[src/rtl/countdown_pkg.sv]
// countdown_pkg: shared state encoding for the countdown timer.
package countdown_pkg;
  typedef enum logic [1:0] {IDLE, RUN, PAUSED} state_t;
endpackage

[src/rtl/tick_gen.sv]
// tick_gen: prescaler that pulses tick once every DIV enabled cycles.
module tick_gen #(
  parameter int DIV = 4
) (
  input  logic clock,
  input  logic reset,
  input  logic clear,
  input  logic enable,
  output logic tick
);
  localparam int W = DIV > 1 ? $clog2(DIV) : 1;
  localparam logic [W-1:0] LAST = W'(DIV - 1);
  logic [W-1:0] pre;
  assign tick = enable && pre == LAST;
  always_ff @(posedge clock)
    if (reset || clear) pre <= '0;
    else if (enable) pre <= tick ? '0 : pre + 1'b1;
endmodule

[src/rtl/countdown_timer.sv]
// countdown_timer: loadable down-counter with prescaled ticks, pause/resume and optional auto-reload.
module countdown_timer
  import countdown_pkg::*;
#(
  parameter int N   = 8,
  parameter int DIV = 4
) (
  input  logic         clock,
  input  logic         reset,
  input  logic         load,
  input  logic [N-1:0] load_value,
  input  logic         start,
  input  logic         pause,
  input  logic         auto_reload,
  output logic [N-1:0] cnt,
  output logic         busy,
  output logic         done
);
  state_t state, state_n;
  logic [N-1:0] reload, cnt_n, reload_n;
  logic done_n, tick, clear, enable, rearm;
  assign busy   = state != IDLE;
  assign clear  = load || (state == IDLE && start);
  assign enable = state == RUN && !load && !pause;
  assign rearm  = auto_reload && reload != '0;
  tick_gen #(.DIV(DIV)) u_tick (
    .clock  (clock),
    .reset  (reset),
    .clear  (clear),
    .enable (enable),
    .tick   (tick)
  );
  always_comb begin
    state_n  = state;
    cnt_n    = cnt;
    reload_n = reload;
    done_n   = 1'b0;
    if (load) begin
      cnt_n    = load_value;
      reload_n = load_value;
      state_n  = IDLE;
    end else if (start && state != RUN) begin
      state_n = (state == IDLE && cnt == '0) ? IDLE : RUN;
      done_n  = state == IDLE && cnt == '0;
    end else if (state == RUN) begin
      if (pause) state_n = PAUSED;
      else if (tick && cnt > N'(1)) cnt_n = cnt - 1'b1;
      else if (tick) begin
        // auto_reload only matters here, at the terminal tick
        cnt_n   = rearm ? reload : '0;
        state_n = rearm ? RUN : IDLE;
        done_n  = 1'b1;
      end
    end
  end
  always_ff @(posedge clock)
    if (reset) begin
      state  <= IDLE;
      cnt    <= '0;
      reload <= '0;
      done   <= 1'b0;
    end else begin
      state  <= state_n;
      cnt    <= cnt_n;
      reload <= reload_n;
      done   <= done_n;
    end
endmodule

[config.mk]
export PLATFORM = sky130hd
export DESIGN_NAME = countdown_timer
export DESIGN_NICKNAME = d
export VERILOG_FILES = /design/src/rtl/countdown_pkg.sv /design/src/rtl/tick_gen.sv /design/src/rtl/countdown_timer.sv
export SDC_FILE = /design/constraint.sdc
export NUM_CORES = 1
export LEC_CHECK = 0
export ABC_CLOCK_PERIOD_IN_PS = 5500
export BUFFER_PORTS_ARGS = -buffer_cell sky130_fd_sc_hd__buf_4
export CORE_MARGIN = 3
export CORE_UTILIZATION = 35
export CTS_CLUSTER_SIZE = 40
export DETAILED_ROUTE_END_ITERATION = 7
export PLACE_DENSITY = 0.55
export REMOVE_ABC_BUFFERS = 1
export SLEW_MARGIN = 5
export SYNTH_ARGS = -nofsm -noshare
export SYNTH_HDL_FRONTEND = slang
export SYNTH_HIERARCHICAL = 1
export SYNTH_SLANG_ARGS = --single-unit
[constraint.sdc]
create_clock -name clock -period 5.5 [get_ports clock]
set_clock_uncertainty 0.1 [all_clocks]
set_input_delay 0.275 -clock clock [delete_from_list [all_inputs] [get_ports clock]]
set_output_delay 0.275 -clock clock [all_outputs]
set_load 0.005 [all_outputs]
==> run_results.csv, run 1 <==
group,metric,value,unit
detailed_routing,drc,0,
logic_synthesis,synth-seq-cells,21,
worst_setup_path,worstPathCellList,"nor3b_1 > and2_1 > and2_1 > o41ai_4 > a2111oi_0 > o32ai_1 > a21oi_1",
cts,cts_max_path_buffers,2,
logic_synthesis,yosysWarnings,6,
floorplan,dieArea,4310,um2
detailed_routing,routed-wl-met3,142,um
worst_setup_path,critPathCaptureType,"register",
layout,num-nets-final,182,
detailed_routing,routed_wl,3.03,mm
cts,cts_buffers,3,
placed_design,place_congestion,0.831,
detailed_routing,wl_met1,1.46,mm
global_routing,grt_pass1_vias,1123,
sta,rsz0062_at_grt,"no",
placed_design,placed_cells,206,
detailed_routing,drtIter0Drc,113,
worst_setup_path,reg2reg_depth,7,
min_path,hp-class,"in2reg",
floorplan,num_io_pins,24,
logic_synthesis,synth-async-reset-ratio,0,%
sta,slew_viol_final,0,
logic_synthesis,syn_area_per_cell,8.59,um2
floorplan,row_count,21,
worst_setup_path,cp_max_fo,15,
pwr,share_comb_of_total_power,20.1,%
min_path,hold-path-endpoint,"reload[0]",
sta,period_needed,2.60,ns
pwr,powerDensity,218,nW/um2
sta,fin_crit_sh,47.3,%
cts,ctsResizeCount,0,
floorplan,die_x,65.6,um
placed_design,port_buffers,23,
detailed_routing,post_drt_wl_per_cell,14.4,um
floorplan,die_h,65.6,um
pwr,seqPwrFrac,55.1,%
logic_synthesis,synth_flop_cell,"dfxtp_1",
sta,maxSlewHeadroom,48.8,%
worst_setup_path,cp_num_buf_inv,0,
detailed_routing,drt-pass1-iter-count,5,
logic_synthesis,yosysSeqAreaShare,33.8,%
cts,postCtsSetupBuffers,0,
logic_synthesis,synth_edf_count,0,
min_path,holdPathStages,3,
detailed_routing,top_layer,"met4",
layout,n_antenna_cell,0,
layout,area_growth,15.3,%
detailed_routing,vias,1151,
global_routing,overflow,0,
pwr,p_clk_share,24.8,%
floorplan,start_util,36.7,%
worst_setup_path,critPathKind,"reg2reg",
worst_setup_path,r2r_end,"cnt[5]",
placed_design,placedInstanceArea,1410,um2
worst_setup_path,crit_top_cell,"and2_1",
cts,htreeDepth,1,
pwr,p_sw_share,30.3,%
layout,final_cells,210,
detailed_routing,wl_met2,1.39,mm
logic_synthesis,synth_area,1240,um2
layout,drive_gt1_share,21.3,%
global_routing,grt_max_degree,24,
sta,tns,0,ns
worst_setup_path,r2r_start,"state[0]",
sta,finalSetupViolCount,0,
sta,worst_pin_slew,0.765,ns
worst_setup_path,crit_arrival,2.75,ns
cts,clk_latency,0.31,ns
floorplan,core,3390,um2
worst_setup_path,cp.required,5.65,ns
placed_design,dpl.hpwl,2.22,mm
worst_setup_path,cpPeakStageDelay,0.48,ns
worst_setup_path,r2r_slack,2.90,ns
layout,final_area,1440,um2
global_routing,grt_pass1_wl,5.15,mm
outcome,status,"completed",
sta,max_freq,384,MHz
worst_setup_path,cp_slowest_cell,"a2111oi_0",
logic_synthesis,synth_cells,145,
cts,cts_sinks,21,
cts,postCtsHoldBufs,0,
pwr,internal_power,0.218,mW
min_path,hold_start,"load_value[0]",
global_routing,grt_usage,15.5,%
cts,ctsRootBufferMaster,"clkbuf_4",
global_routing,antenna_found_initial,0,
cts,clkTransAtPathRegs,0.12,ns
pwr,p_sw,0.0947,mW
flow_run,maxCapViolations,0,
logic_synthesis,yosys.cell_types.count,34,
pwr,ir_drop,0.0000806,V
detailed_routing,viasPerCell,5.48,
detailed_routing,ant_nets,0,
worst_setup_path,critical-path-top-delay-family,"compound AO/OA/AOI/OAI gates",
pwr,p_leak,0.586,nW
sta,hold_violations,0,
worst_setup_path,startpoint_type,"register",
cts,cts_tree,"built",
[per-layer routing]
layer	GRT usage [%]	vias up
li1	-	573
met3	2.74	4
met5	0	-
met2	24.2	32
met4	5.96	0
met1	21.0	542
[power groups by stage]
stage	Sequential, mW	Clock [mW]	Combinational (mW)
3_3_place_gp	0.175	0	0.0626
4_1_cts	0.172	0.0827	0.0633
3_5_place_dp	0.175	0	0.0631
2_1_floorplan	0.172	0	0.0348
5_1_grt	0.174	0.0887	0.0709
6_report	0.172	0.0774	0.0628
[cells in the final DEF, fill, tap and decap left out, drive strengths merged, types with 2 or more instances in the layout]
cell     count
a2111oi      7
a21oi       11
a311oi       6
and2         2
and3         2
buf         23
clkbuf       3
dfxtp       21
ha           3
inv         10
mux2i        7
nand2        9
nand2b       2
nand3        5
nand4        2
nor2        22
nor3         3
nor3b        2
nor4         5
o21ai        4
o32ai        2
or4          2
xnor2        2
[cell type report]
cell class              instances  area [um2]
fillers                       353        1950
repair buffers                 23         173
well taps                      46        57.6
inverters                      10        37.5
clock buffers                   3        22.5
clock inverters                 1        5.00
flip-flops and latches         21         420
multi-input cells             106         719
[worst max path at each step]
stage | cells after the start | endpoint | startpoint | slack, ns
CTS | 7 | cnt[5] | state[0] | 2.91
finish | 7 | cnt[5] | state[0] | 2.90
global placement | 4 | cnt[4] | cnt[5] | 3.12
floorplan | 5 | cnt[2] | cnt[5] | 3.30
detailed placement | 8 | cnt[5] | pause | 2.95
global route | 7 | cnt[5] | state[0] | 2.71
[sequential cells by signal (all words and copies together), names as in the netlist]
register and cells:
reload 8, cnt 8, done 1, u_tick/pre 2
state 2
[cell usage after synthesis, types with 2 or more instances]
library cell / count / area share (%)
and3_1: 2 / 1.0
clkbuf_1: 3 / 0.90
o21ai_0: 4 / 1.6
nand3_1: 5 / 2.0
o32ai_1: 2 / 1.4
nand2_1: 9 / 2.7
a2111oi_0: 2 / 1.4
dfxtp_1: 21 / 34
inv_1: 10 / 3.0
buf_6: 5 / 4.5
mux2i_1: 7 / 5.6
nor2_1: 22 / 6.6
xnor2_1: 2 / 1.4
a2111oi_2: 4 / 4.8
a21oi_1: 11 / 4.4
and2_1: 2 / 1.0
a311oi_1: 6 / 4.2
nor4_1: 5 / 2.5
ha_1: 3 / 3.0
nor3b_1: 2 / 1.2
nand2b_1: 2 / 1.0
nand4_1: 2 / 1.0
nor3_1: 3 / 1.2
[kinds of logic after synthesis]
group | after synthesis | share of synthesized area, %
adder cells (fa/ha/maj) | 3 | 3.02
flip-flops | 21 | 33.8
buffers and inverters | 18 | 8.44
AND/OR/NAND/NOR | 59 | 23.7
multiplexers | 8 | 6.53
AO/OA/AOI/OAI | 34 | 23.1
XOR/XNOR | 2 | 1.41
[stage by stage]
stage	power [mW]	hold WS, ns	utilization, %	worst slack [ns]
2_1_floorplan	0.207	0.240	-	3.30
3_3_place_gp	0.237	0.382	41.5	3.12
3_5_place_dp	0.238	0.384	41.5	2.95
4_1_cts	0.318	0.0870	42.3	2.91
5_1_grt	0.333	0.107	42.3	2.71
6_report	0.312	0.100	42.3	2.90
[worst register-to-register path, delay by kind of cell, from the launching register on]
| kind | cells | cell delay [ns] |
|---|---|---|
| AOI/OAI and AO/OA | 4 | 1.03 |
| DFF | 1 | 0.41 |
| and+or+nand+nor | 3 | 1.00 |
(Power assumes the default switching activity.)
==> run 2, diff against run 1 <==
--- a/config.mk
+++ b/config.mk
@@ -5,13 +5,13 @@
 export SDC_FILE = /design/constraint.sdc
 export NUM_CORES = 1
 export LEC_CHECK = 0
-export ABC_CLOCK_PERIOD_IN_PS = 5500
+export ABC_CLOCK_PERIOD_IN_PS = 2260
 export BUFFER_PORTS_ARGS = -buffer_cell sky130_fd_sc_hd__buf_4
 export CORE_MARGIN = 3
 export CORE_UTILIZATION = 35
 export CTS_CLUSTER_SIZE = 40
 export DETAILED_ROUTE_END_ITERATION = 7
-export PLACE_DENSITY = 0.55
+export PLACE_DENSITY = 0.57
 export REMOVE_ABC_BUFFERS = 1
 export SLEW_MARGIN = 5
 export SYNTH_ARGS = -nofsm -noshare
==> constraint.sdc (replaced) <==
create_clock -name clock -period 2.26 [get_ports clock]
set_clock_uncertainty 0.1 [all_clocks]
set_input_delay 0.113 -clock clock [delete_from_list [all_inputs] [get_ports clock]]
set_output_delay 0.113 -clock clock [all_outputs]
set_load 0.005 [all_outputs]
==> run_results.csv, run 2 (synthesis results as in run 1) <==
group,metric,value,unit
outcome,status,"completed",
placed_design,port_buffers,23,
worst_setup_path,startpoint_type,"register",
sta,period_needed,2.16,ns
worst_setup_path,critPathCapture,"cnt[4]",
worst_setup_path,critPathKind,"reg2reg",
detailed_routing,vias,1224,
sta,finalSetupViolCount,0,
cts,cts_buffers,3,
worst_setup_path,cp_slowest_cell,"or4_4",
sta,slew_viol_final,0,
cts,ctsRootBufferMaster,"clkbuf_4",
global_routing,grt_pass1_wl,5.43,mm
cts,cts_max_path_buffers,2,
sta,rsz0062_at_grt,"no",
worst_setup_path,worstPathCellList,"or4_4 > o41ai_4 > nor2_1 > a311oi_1 > a2111oi_1",
layout,area_growth,31.0,%
cts,cts_tree,"built",
layout,mostFrequentLayoutCells,"34 x buf_4, 21 x nor2_1, 21 x dfxtp_1, 11 x a21oi_1, 10 x inv_1",
min_path,hp-class,"in2reg",
detailed_routing,drtIter0Drc,70,
global_routing,grt_pass1_vias,1150,
floorplan,core,3390,um2
floorplan,start_util,36.7,%
worst_setup_path,r2r_start,"cnt[5]",
layout,final_cells,229,
layout,final_common_cell,"buf_4",
sta,max_freq,464,MHz
placed_design,place_congestion,0.814,
pwr,p_leak,0.674,nW
cts,htreeDepth,1,
cts,clkTransAtPathRegs,0.12,ns
cts,clk_latency,0.31,ns
detailed_routing,drc,0,
layout,num-nets-final,201,
detailed_routing,drt-pass1-iter-count,4,
worst_setup_path,cpPeakStageDelay,0.59,ns
sta,maxSlewHeadroom,66.6,%
detailed_routing,post_drt_wl_per_cell,14.1,um
sta,fin_crit_sh,95.4,%
placed_design,dpl.hpwl,2.37,mm
floorplan,num_io_pins,24,
worst_setup_path,cp_num_buf_inv,0,
worst_setup_path,cp.required,2.34,ns
layout,fill_cells,338,
cts,cts_sinks,21,
layout,drive_gt1_share,27.3,%
pwr,ir_drop,0.000230,V
floorplan,die_h,65.6,um
layout,fin_util,48.1,%
sta,worst_pin_slew,0.500,ns
detailed_routing,routed_wl,3.23,mm
layout,n_antenna_cell,0,
layout,largest_registers,"cnt: 8 flops, reload: 8 flops",
pwr,powerDensity,488,nW/um2
global_routing,grt_max_degree,24,
worst_setup_path,r2r_slack,0.10,ns
worst_setup_path,r2r_end,"cnt[4]",
worst_setup_path,reg2reg_depth,5,
worst_setup_path,cp_max_fo,7,
flow_run,maxCapViolations,0,
floorplan,row_count,21,
floorplan,dieArea,4310,um2
worst_setup_path,crit_path_start,"cnt[5]",
detailed_routing,ant_nets,0,
floorplan,die_x,65.6,um
sta,hold_violations,0,
worst_setup_path,critPathCaptureType,"register",
global_routing,overflow,0,
global_routing,grt_usage,16.0,%
worst_setup_path,cp.depth,5,
detailed_routing,viasPerCell,5.34,
global_routing,antenna_found_initial,0,
placed_design,placed_cells,217,
worst_setup_path,crit_arrival,2.24,ns
worst_setup_path,critical-path-top-delay-family,"compound AO/OA/AOI/OAI gates",
## run 2: cell types whose count changed in the layout (fill, tap and decap cells not counted), sizes merged
cell,before,now
buf,23,34
dlygate4sd3,0,7
clkbuf,3,4
clkinv,1,0
o41ai,1,2
## run 2: metrics by stage
step / total power [mW] / TNS [ns] / instance area, um2 / worst slack [ns] / hold WS (ns)
CTS: 0.793 / 0 / 1590 / 0.00181 / 0.0131
global placement: 0.591 / 0 / 1490 / 0.0156 / 0.254
global route: 0.839 / 0 / 1630 / 0.0146 / 0.0289
finish: 0.795 / 0 / 1630 / 0.103 / 0.0245
floorplan: 0.504 / 0 / 1180 / 0.0569 / 0.0776
detailed placement: 0.595 / -0.0581 / 1490 / -0.0312 / 0.268
## run 2: repair_timing
action / in CTS / in global routing
setup buffers: 0 / 0
gates resized for setup: 0 / 5
pin swaps: 1 / 1
endpoints found under the setup margin: 5 / 8
endpoints found under the hold margin: 12 / 0
gates cloned: 0 / 1
hold buffers: 7 / 0
## run 2: worst min-delay path by stage
stage	from	end	slack, ns	cells past startpoint
floorplan	reset	u_tick/pre[0]	0.08	1
global placement	load_value[1]	reload[1]	0.25	3
detailed placement	load_value[7]	reload[7]	0.27	3
CTS	load_value[5]	reload[5]	0.01	3
global route	load_value[6]	reload[6]	0.03	3
finish	load_value[6]	reload[6]	0.02	3
## run 2: cell type report
class | instances | area [um2] | area share, %
repair buffers | 41 | 325 | 20.0
well taps | 46 | 57.6 | 3.53
clock buffers | 4 | 26.3 | 1.61
multi-input cells | 107 | 763 | 46.8
flip-flops and latches | 21 | 420 | 25.8
inverters | 10 | 37.5 | 2.30
## run 2: tightest hold or removal path: cells and delay by family
family / cells / cell delay, ns
compound gates: 1 / 0.12
simple gates: 1 / 0.08
buf+inv: 1 / 0.08
## run 2: power by group
group / leakage, nW / switching, mW / internal (mW)
clock: 0.0150 / 0.121 / 0.0688
combinational: 0.487 / 0.0954 / 0.0944
sequential: 0.173 / 0.0248 / 0.390
## run 2: layer usage
metal	GRT usage [%]	wire length, um
met1	22.9	1520
met2	24.8	1580
met3	2.05	112
met5	0	0
met4	4.66	20
